===== src/rtl/mavg_pkg.sv =====
`default_nettype none
// ============================================================================
//  Module      : mavg_pkg
//  Description : Shared sizing helpers and types for the mavg_stream filter.
//  Revision    : 1.0 - initial release
// ============================================================================
package mavg_pkg;

  // Largest supported window exponent; sizes the shared fill counter type.
  localparam int c_max_log2_depth = 6;

  // Fill counter wide enough to hold DEPTH for any legal window length.
  typedef logic [c_max_log2_depth:0] fill_t;

  // Number of taps in the window.
  function automatic int depth_of(input int log2_depth);
    return 1 << log2_depth;
  endfunction

  // Running-sum width: a full window of DATA_W samples never overflows it.
  function automatic int acc_width(input int data_w, input int log2_depth);
    return data_w + log2_depth;
  endfunction

  // Half of the divisor, added before the shift for round-half-up.
  function automatic int round_offset(input int log2_depth);
    return 1 << (log2_depth - 1);
  endfunction

endpackage
`default_nettype wire


===== src/rtl/mavg_delay_line.sv =====
`default_nettype none
// ============================================================================
//  Module      : mavg_delay_line
//  Description : DEPTH-entry circular sample buffer. Presents the entry that
//                the next write will overwrite (the oldest sample) and can be
//                synchronously zeroed by reset or by the zero strobe.
//  Revision    : 1.0 - initial release
// ============================================================================
module mavg_delay_line
  import mavg_pkg::*;
#(
  parameter int DATA_W     = 8,
  parameter int LOG2_DEPTH = 2
) (
  input  logic              clk,
  input  logic              reset,
  input  logic              zero,
  input  logic              wr_en,
  input  logic [DATA_W-1:0] din,
  output logic [DATA_W-1:0] oldest
);

  localparam int c_depth = depth_of(LOG2_DEPTH);

  logic [LOG2_DEPTH-1:0] r_wptr;
  logic [DATA_W-1:0]     r_buf [c_depth];

  // Write the new sample over the oldest slot; the pointer wraps naturally
  // because the depth is a power of two.
  always_ff @(posedge clk) begin
    if (reset || zero) begin
      r_wptr <= '0;
      for (int i = 0; i < c_depth; i++) begin
        r_buf[i] <= '0;
      end
    end else if (wr_en) begin
      r_buf[r_wptr] <= din;
      r_wptr        <= r_wptr + 1'b1;
    end
  end

  assign oldest = r_buf[r_wptr];

endmodule
`default_nettype wire


===== src/rtl/mavg_stream.sv =====
`default_nettype none
// ============================================================================
//  Module      : mavg_stream
//  Description : Streaming moving-average filter over the last 2**LOG2_DEPTH
//                accepted samples, with registered rounded output, valid
//                handshake, signed/unsigned data and a primed flag.
//                Optional synchronous clear input enabled by defining
//                MAVG_STREAM_CLEAR_EN.
//  Revision    : 1.0 - initial release
// ============================================================================
module mavg_stream
  import mavg_pkg::*;
#(
  parameter int DATA_W     = 8,
  parameter int LOG2_DEPTH = 2,
  parameter int SIGNED     = 0
) (
  input  logic              clk,
  input  logic              reset,
`ifdef MAVG_STREAM_CLEAR_EN
  input  logic              clear,
`endif
  input  logic              in_valid,
  input  logic [DATA_W-1:0] x,
  output logic              out_valid,
  output logic [DATA_W-1:0] y,
  output logic              primed
);

  localparam int    c_depth     = depth_of(LOG2_DEPTH);
  localparam int    ACC_W       = acc_width(DATA_W, LOG2_DEPTH);
  localparam logic [ACC_W-1:0] c_round     = ACC_W'(round_offset(LOG2_DEPTH));
  localparam fill_t            c_fill_full = fill_t'(c_depth);

  logic              w_clear;
  logic              w_accept;
  logic [DATA_W-1:0] w_oldest;
  logic [ACC_W-1:0]  w_x_ext;
  logic [ACC_W-1:0]  w_old_ext;
  logic [ACC_W-1:0]  w_acc_n;
  logic [ACC_W-1:0]  w_round;
  logic [DATA_W-1:0] w_y_n;

  logic [ACC_W-1:0]  r_acc;
  fill_t             r_fill;
  logic              r_primed;
  logic [DATA_W-1:0] r_y;
  logic              r_out_valid;

`ifdef MAVG_STREAM_CLEAR_EN
  assign w_clear = clear;
`else
  assign w_clear = 1'b0;
`endif

  // A clear in the same cycle as a sample drops the sample.
  assign w_accept = in_valid && !w_clear;

  mavg_delay_line #(
    .DATA_W     (DATA_W),
    .LOG2_DEPTH (LOG2_DEPTH)
  ) u_delay (
    .clk    (clk),
    .reset  (reset),
    .zero   (w_clear),
    .wr_en  (w_accept),
    .din    (x),
    .oldest (w_oldest)
  );

  // Extend the incoming and outgoing samples to accumulator width and form
  // the rounded average; the truncated result is the same bit slice either
  // way, the arithmetic shift just documents the signed intent.
  if (SIGNED != 0) begin : g_signed
    assign w_x_ext   = {{LOG2_DEPTH{x[DATA_W-1]}}, x};
    assign w_old_ext = {{LOG2_DEPTH{w_oldest[DATA_W-1]}}, w_oldest};
    assign w_y_n     = DATA_W'($signed(w_round) >>> LOG2_DEPTH);
  end else begin : g_unsigned
    assign w_x_ext   = {{LOG2_DEPTH{1'b0}}, x};
    assign w_old_ext = {{LOG2_DEPTH{1'b0}}, w_oldest};
    assign w_y_n     = DATA_W'(w_round >> LOG2_DEPTH);
  end

  assign w_acc_n = r_acc + w_x_ext - w_old_ext;
  assign w_round = w_acc_n + c_round;

  // Running sum, fill tracking and registered output; reset beats clear,
  // clear beats a sample, and y holds whenever no sample is accepted.
  always_ff @(posedge clk) begin
    if (reset) begin
      r_acc       <= '0;
      r_fill      <= '0;
      r_primed    <= 1'b0;
      r_y         <= '0;
      r_out_valid <= 1'b0;
    end else if (w_clear) begin
      r_acc       <= '0;
      r_fill      <= '0;
      r_primed    <= 1'b0;
      r_out_valid <= 1'b0;
    end else if (in_valid) begin
      r_acc       <= w_acc_n;
      r_y         <= w_y_n;
      r_out_valid <= 1'b1;
      if (r_fill != c_fill_full) begin
        r_fill <= r_fill + 1'b1;
      end
      if (r_fill == c_fill_full - 1'b1) begin
        r_primed <= 1'b1;
      end
    end else begin
      r_out_valid <= 1'b0;
    end
  end

  assign out_valid = r_out_valid;
  assign y         = r_y;
  assign primed    = r_primed;

endmodule
`default_nettype wire

===== config.mk =====
export PLATFORM = sky130hd
export DESIGN_NAME = mavg_stream
export DESIGN_NICKNAME = d
export VERILOG_FILES = /design/src/rtl/mavg_pkg.sv /design/src/rtl/mavg_delay_line.sv /design/src/rtl/mavg_stream.sv
export SDC_FILE = /design/constraint.sdc
export NUM_CORES = 1
export LEC_CHECK = 0
export CAP_MARGIN = 5
export CORE_MARGIN = 2
export CORE_UTILIZATION = 60
export DETAILED_ROUTE_END_ITERATION = 10
export PLACE_DENSITY = 0.8
export SYNTH_ARGS = -nofsm -noshare
export SYNTH_HDL_FRONTEND = slang
export SYNTH_SLANG_ARGS = --single-unit
export TNS_END_PERCENT = 5

===== constraint.sdc =====
create_clock -name clk -period 6.03 [get_ports clk]
set_clock_uncertainty 0.05 [all_clocks]
set_input_delay 0.603 -clock clk [delete_from_list [all_inputs] [get_ports clk]]
set_output_delay 0.603 -clock clk [all_outputs]
set_load 0.03 [all_outputs]

; ---- After elaboration in Yosys (flattened, before gate mapping)
; Memories as Yosys holds them, arrays and structs flattened. A register that Yosys moved wholly into a read port is not among the register bits.
; Cells that the tools add are included.
[totals]
ramBits = 32
mem_count = 1
regBits = 29
inputBits = 11
[mem_list]
columns = memory, depth, word_bits, read_ports, rd_ports_with_merged_regs, write_ports, line_no
row1 = u_delay.r_buf, 4, 8, 1, 1, 4, mavg_delay_line.sv:26  ; logic [DATA_W-1:0] r_buf [c_depth];
[classes]
muxes = 10
addsub = 5
reduce_logical = 3
eq_ne = 2
[op_table]
columns = op, n
row1 = adder 10 x 2 -> 10 bit (second input constant), 1
row2 = adder 10 x 8 -> 10 bit, 1
row3 = subtractor 10 x 8 -> 10 bit, 1
row4 = 2-to-1 mux 8 bit, 1
row5 = OR reduction 8 bit, 1
row6 = adder 7 x 1 -> 7 bit (second input constant), 1
row7 = == test 7 x 2 -> 1 bit (second input constant), 1
row8 = inequality test 7 x 3 -> 1 bit (second input constant), 1
row9 = 2-to-1 mux 1 bit, 6
row10 = 2-to-1 mux 2 bit, 3
row11 = AND reduction 2 bit, 2
row12 = adder 2 x 1 -> 2 bit (second input constant), 1

; ---- Logic depth before layout (Yosys ltp)
; Gate-level depths: netlist of run 1.
[depth]
depth_word = 5
mapped_depth = 14

; ---- Cells and area by module
; A second synthesis of run 1 with hierarchy kept.
[hier_totals]
cells_unflattened = 328
area_unflattened_um2 = 3503.4
[by_module_without_submodules]
columns = module, instances, area_each_um2, cells_each
row1 = mavg_stream, 1, 1908.1, 217
row2 = mavg_delay_line, 1, 1595.3, 111

; ---- Worst setup path before layout of run 1
; No wires, ideal clock.
[synth_path]
path_type = register to register
start = reg (tool-made name)
end = reg r_y[7] (netlist: y[7])
path_slack_ns = 2.079
t_required_ns = 5.877
stages_incl_launch_ff = 13
period_less_slack_ns = 3.951
setup_time_ns = 0.103
t_arrival_ns = 3.798
path_cell_list = dfxtp_1 -> clkbuf_1 -> mux4_2 -> fa_1 -> inv_1 -> ha_1 -> buf_6 -> and3_1 -> a211o_1 -> xor2_1 -> nand4_1 -> o311a_1 -> a2111oi_2
[synth_rtl]
columns = item, line_no
row1 = to (signal assigned), mavg_stream.sv:103  ; r_y <= w_y_n;
row2 = to (decl), mavg_stream.sv:47  ; logic [DATA_W-1:0] r_y;

==> reports/metrics.yaml, run 1 <==
run_status:
  status: "complete, no violations"
synth:
  yosys_register_bits: 63
  synthTopCellsByCount: "40 x nor2_1, 38 x inv_1, 32 x edfxtp_1"
  synth_nets: 354
  synth.most_common_cell: "nor2_1"
  synth.distinct_cells: 48
  ys_async_sr_fraction: 0
  yosysTopAreaCellShare: 0.280
  ys_warn_count: 0
  synth_edf_count: 32
  synthTopCellsByArea: "edfxtp_1 28%, dfxtp_1 18%, mux4_2 5.3%"
  synth-main-ff-cell: "edfxtp_1"
  synth_area_sq_mm: 0.00343
  synth.avg_cell_area_sq_um: 10.7
  yosysSeqAreaShare: 0.461
  synth_top_cell_by_area: "edfxtp_1"
  syn_inst: 322
job:
  drv_cap: 0
global_route:
  track_usage: 0.237
  grt_pass1_vias: 2309
  grt_overflow: 0
  grt_max_degree: 35
  grt_pass1_wl_microns: 11200
  antenna_found_initial: 0
finish:
  final_nets: 373
  syn_to_final_growth_pct: 12.9
  drive_gt1_frac: 0.110
  diodes: 0
  final_area_sq_mm: 0.00387
  final_cells: 418
cts:
  cts_setup_buffers: 0
  cts_resized: 0
  clock-sinks: 63
  cts_root_buffer: "clkbuf_8"
  cts_buffers: 9
  clockBufferDepth: 2
  clkTransAtPathRegs_ns: 0.07
  clkLatencyLatePin_ns: 0.34
  cts_tree: "built"
  cts_hold_buf: 0
  h-tree-depth: 3
critical_path:
  critical_path_required_ns: 6.21
  cp.arrival_ns: 4.31
  r2r_slack_ns: 1.91
  endpoint_kind: "flip-flop"
  startpoint_type: "flip-flop"
  timing_worst_setup_path_type: "reg2reg"
  critPathMaxFanout: 9
sta:
  slew_viol_final: 0
  setup_viol: 0
  fin_crit_ns: 4.12
  fin_tns_setup_ns: 0
  fin_crit_sh: 0.684
  whs_ns: 0.417
  rsz0062_at_grt: "no"
  final_hold_viol_count: 0
  slew_headroom: 0.505
  fmax_ghz: 0.242
  tightest_slew_ns: 0.743
placed_design:
  gp_congestion: 0.790
  hpwl_microns: 4560
  placed_area_sq_mm: 0.00368
  io_buffer_count: 20
  dp.cells: 402
detailed_routing:
  detail-route-antenna-nets: 0
  drc: 0
  vias: 2334
  wl_per_cell_microns: 15.5
  drt_first_pass_iters: 5
  drt-initial-drc-count: 108
  vias_per_cell: 5.58
  wirelength_microns: 6490
power:
  ir_drop_mv: 0.213
  power.density_mw_per_mm2: 456
  p_leak_uw: 0.00160
floorplanning:
  start_util: 0.623
  die_height_microns: 79.6
  die_area_sq_mm: 0.00634
  io-pin-count: 21
  core-area_sq_mm: 0.00551
  die_width_microns: 79.6
  num_rows: 27
worst_hold_path:
  hp-class: "reg2reg"
## sequential cells by signal (all words and copies together) (netlist names), named ones only
register / count
r_acc: 10
primed: 1
out_valid: 1
u_delay.r_wptr: 2
r_fill: 7
y: 8
u_delay.r_buf: 32
## stage by stage
stage	power, uW	setup slack, ns	util
after floorplan	1240	2.08	-
after CTS	1770	1.87	0.703
after detailed placement	1420	1.87	0.669
after global placement	1400	2.02	0.669
final	1770	1.91	0.703
after global routing	1900	1.53	0.703
## layout make-up
cell class	count	area, sq um
multi-input cells	205	1640
fillers	413	1630
flip-flops and latches	63	1580
repair buffers	24	230
clock buffers	12	145
inverters	38	143
well taps	72	90.1
clock inverters	4	45.0
## report_power, final
group	internal (uW)	switching, uW	total (uW)
clock network	200	157	357
registers	514	41.9	556
logic	380	474	854
total	1090	673	1770
## kinds of logic (layout without fill, tap and decap cells)
family | count (synthesis) | count (layout) | synth area share
buffers and inverters | 54 | 78 | 0.0613
XOR/XNOR | 19 | 19 | 0.0525
adder cells (fa/ha/maj) | 21 | 21 | 0.0941
flip-flops | 63 | 63 | 0.461
AND/OR/NAND/NOR | 106 | 106 | 0.164
multiplexers | 18 | 18 | 0.0821
AO/OA/AOI/OAI | 41 | 41 | 0.0850
## critical path: stages, from the launching register on
cell	delay (ns)
dfxtp_1	0.66
mux4_2	0.58
fa_1	0.49
inv_1	0.04
ha_1	0.37
and3_1	0.21
a211o_1	0.37
xor2_1	0.32
nand4_1	0.23
o311a_1	0.36
a2111oi_2	0.33
## final timing paths
check	from	to	cells past startpoint
max	flip-flop	y[7]	10
min	primed	primed	2
max reg2reg	flip-flop	y[7]	10
min reg2reg	primed	primed	2
## cell usage in the layout (no fill, tap or decap), types with 4 or more instances in the layout
cell,n
mux2i_1,9
a211oi_1,7
and2_1,18
nor2_1,40
xnor2_1,10
buf_4,4
edfxtp_1,32
ha_1,13
or2_2,4
clkbuf_8,10
inv_1,38
clkdlybuf4s50_1,20
nand4_1,4
mux4_2,8
nand2_1,8
fa_1,8
and3_1,6
nor4_1,8
xor2_1,8
o21ai_0,4
dfxtp_1,31
a21oi_1,13
## metal layers
layer  global-route usage  part of all wire
met1                0.319              0.44
met2                0.375              0.50
met3               0.0475             0.041
met4                0.100             0.019
met5                    0                 0
Note: power is estimated with default switching activity, not from simulation.
==> inputs of run 2 (changes only) <==
CORE_UTILIZATION = 59   (was 60)
PLACE_DENSITY = 0.79   (was 0.8)
clock period = 3.8 ns   (was 6.03 ns; I/O delays follow)
==> run 2 against run 1 <==
  * Core utilization increased by 3.2 points
  * Sequential power is 58% higher
  * Sequential share of layout area fell by 2.3 points
  * Combinational power increased by 100%
==> reports/metrics.yaml, run 2 (synthesized netlist as in run 1, its figures left out) <==
sta:
  final_hold_viol_count: 0  # unchanged
  fin_crit_ns: 3.71  # -0.411 ns
  rsz0062_at_grt: "yes"
  whs_ns: 0.431  # +0.0141 ns
  slew_viol_final: 0  # unchanged
  fin_crit_sh: 0.977  # +0.293
  fmax_ghz: 0.269  # +11%
  tightest_slew_ns: 0.531  # -0.212 ns
  slew_headroom: 0.645  # +0.141
  setup_viol: 0  # unchanged
global_route:
  grt_overflow: 0  # unchanged
  grt_pass1_vias: 2508  # +8.6%
  grt_max_degree: 34  # -2.9%
  track_usage: 0.239  # +0.00220
  antenna_found_initial: 0  # unchanged
  grt_pass1_wl_microns: 11500  # +2.8%
cts:
  clock-sinks: 63  # unchanged
  cts_tree: "built"
  h-tree-depth: 3  # unchanged
  cts_root_buffer: "clkbuf_8"
  clkLatencyLatePin_ns: 0.35  # about the same
  cts_hold_buf: 0  # unchanged
  cts_buffers: 9  # unchanged
  clockBufferDepth: 2  # unchanged
  clkTransAtPathRegs_ns: 0.07  # about the same
detailed_routing:
  vias_per_cell: 5.64  # +0.94%
  drc: 0  # unchanged
  vias: 2446  # +4.8%
  drt-initial-drc-count: 136  # +26%
  wirelength_microns: 7120  # +9.6%
  wl_per_cell_microns: 16.4  # +5.6%
  drt_first_pass_iters: 4  # -1
  detail-route-antenna-nets: 0  # unchanged
critical_path:
  critical_path_required_ns: 4.03  # -2.18 ns
  startpoint_type: "flip-flop"
  cp.arrival_ns: 3.94  # -0.37 ns
  endpoint_kind: "flip-flop"
  critPathMaxFanout: 8  # -1
  timing_worst_setup_path_type: "reg2reg"
finish:
  most-common-layout-cells: "40 x nor2_1, 38 x inv_1, 32 x edfxtp_1, 31 x dfxtp_1, 20 x clkdlybuf4s50_1"
  mostFrequentLayoutCell: "nor2_1"
  final_cells: 434  # +3.8%
  n_fill_cell: 402  # -2.7%
  diodes: 0  # unchanged
  syn_to_final_growth_pct: 19.5
  largest_reg_flops: 32  # unchanged
  top_register: "u_delay.r_buf"
  final_nets: 389  # +4.3%
  drive_gt1_frac: 0.182  # +0.0725
power:
  power.density_mw_per_mm2: 772  # +69%
  ir_drop_mv: 0.397  # +86%
  p_leak_uw: 0.00168  # +5.1%
floorplanning:
  die_area_sq_mm: 0.00644  # +1.6%
  start_util: 0.615  # -0.00755
  die_height_microns: 80.3  # +0.80%
  io-pin-count: 21  # unchanged
  core-area_sq_mm: 0.00557  # +1.2%
  die_width_microns: 80.3  # +0.80%
  num_rows: 27  # unchanged
placed_design:
  gp_congestion: 0.801  # +1.3%
  dp.cells: 415  # +3.2%
  hpwl_microns: 4930  # +8.1%
  io_buffer_count: 20  # unchanged
job:
  drv_cap: 0  # unchanged
worst_hold_path:
  hp-class: "reg2reg"
run_status:
  status: "complete, no violations"
run 2: changes by cell type in the layout (fill, tap and decap cells not counted), moves of 2 or more:
cell / before / now
ha_1: 13 / 9
clkbuf_1: 2 / 0
nor2b_1: 2 / 0
ha_4: 0 / 3
nor2b_2: 0 / 2
clkinvlp_4: 0 / 2
buf_4: 4 / 19
run 2: path summary, 6_finish.rpt:
path,start,endpoint,slack (ns),depth (start not counted)
setup / recovery,flip-flop,r_acc[9],0.09,13
hold / removal,primed,primed,0.43,2
setup reg to reg,flip-flop,r_acc[9],0.09,13
hold reg to reg,primed,primed,0.43,2
run 2: critical path, stage by stage (launching register included):
cell	delay [ns]
dfxtp_1	0.36
buf_12	0.15
mux4_2	0.51
fa_1	0.50
inv_1	0.07
ha_1	0.33
a21o_1	0.19
a211o_4	0.37
a311oi_4	0.34
buf_4	0.17
buf_4	0.09
xnor2_1	0.06
or3_1	0.31
a21oi_1	0.14
run 2: area by class of cell:
type,instances,area (sq um),area share
Timing Repair Buffer,40,363,0.0885
Tap cell,72,90.1,0.0220
Multi-Input combinational cell,205,1730,0.421
Clock inverter,7,72.6,0.0177
Inverter,38,143,0.0348
Sequential cell,63,1580,0.386
Clock buffer,9,124,0.0302
run 2: where the power goes:
part | switching (uW) | internal, uW | total (uW) | leakage [uW]
sequential | 63.2 | 815 | 878 | 0.000588
combinational | 867 | 842 | 1710 | 0.00100
clock | 277 | 303 | 580 | 0.0000956
run 2: routing by layer:
metal  global-route usage  vias up  wire [microns]
met1                0.284     1197            3020
met2                0.418       50            3650
li1                     -     1186               -
met3               0.0416       13             298
met4                0.115        0             146
met5                    0        -               0
run 2: through the flow:
stage	setup slack, ns	setup TNS, ns	instance area (sq um)	util	power (uW)
floorplan	0.0564	0	3430	-	1960
global placement	0.0868	0	3790	0.681	2370
detailed placement	0.0378	0	3790	0.681	2410
CTS	0.00898	0	3990	0.716	2990
global route	-0.0129	-0.0276	4100	0.736	3380
finish	0.0875	0	4100	0.736	3170
run 2: timing repair:
action,4_1_cts,5_1_grt
buffers inserted,0,3
setup endpoints to repair,0,3
resized for setup,0,12
==> inputs of run 3 (changes only) <==
CAP_MARGIN = 20   (was 5)
SLEW_MARGIN = 15   (was default)
==> results of run 3 <==
No change in the layout: final DEF, timing and power equal those of run 2.
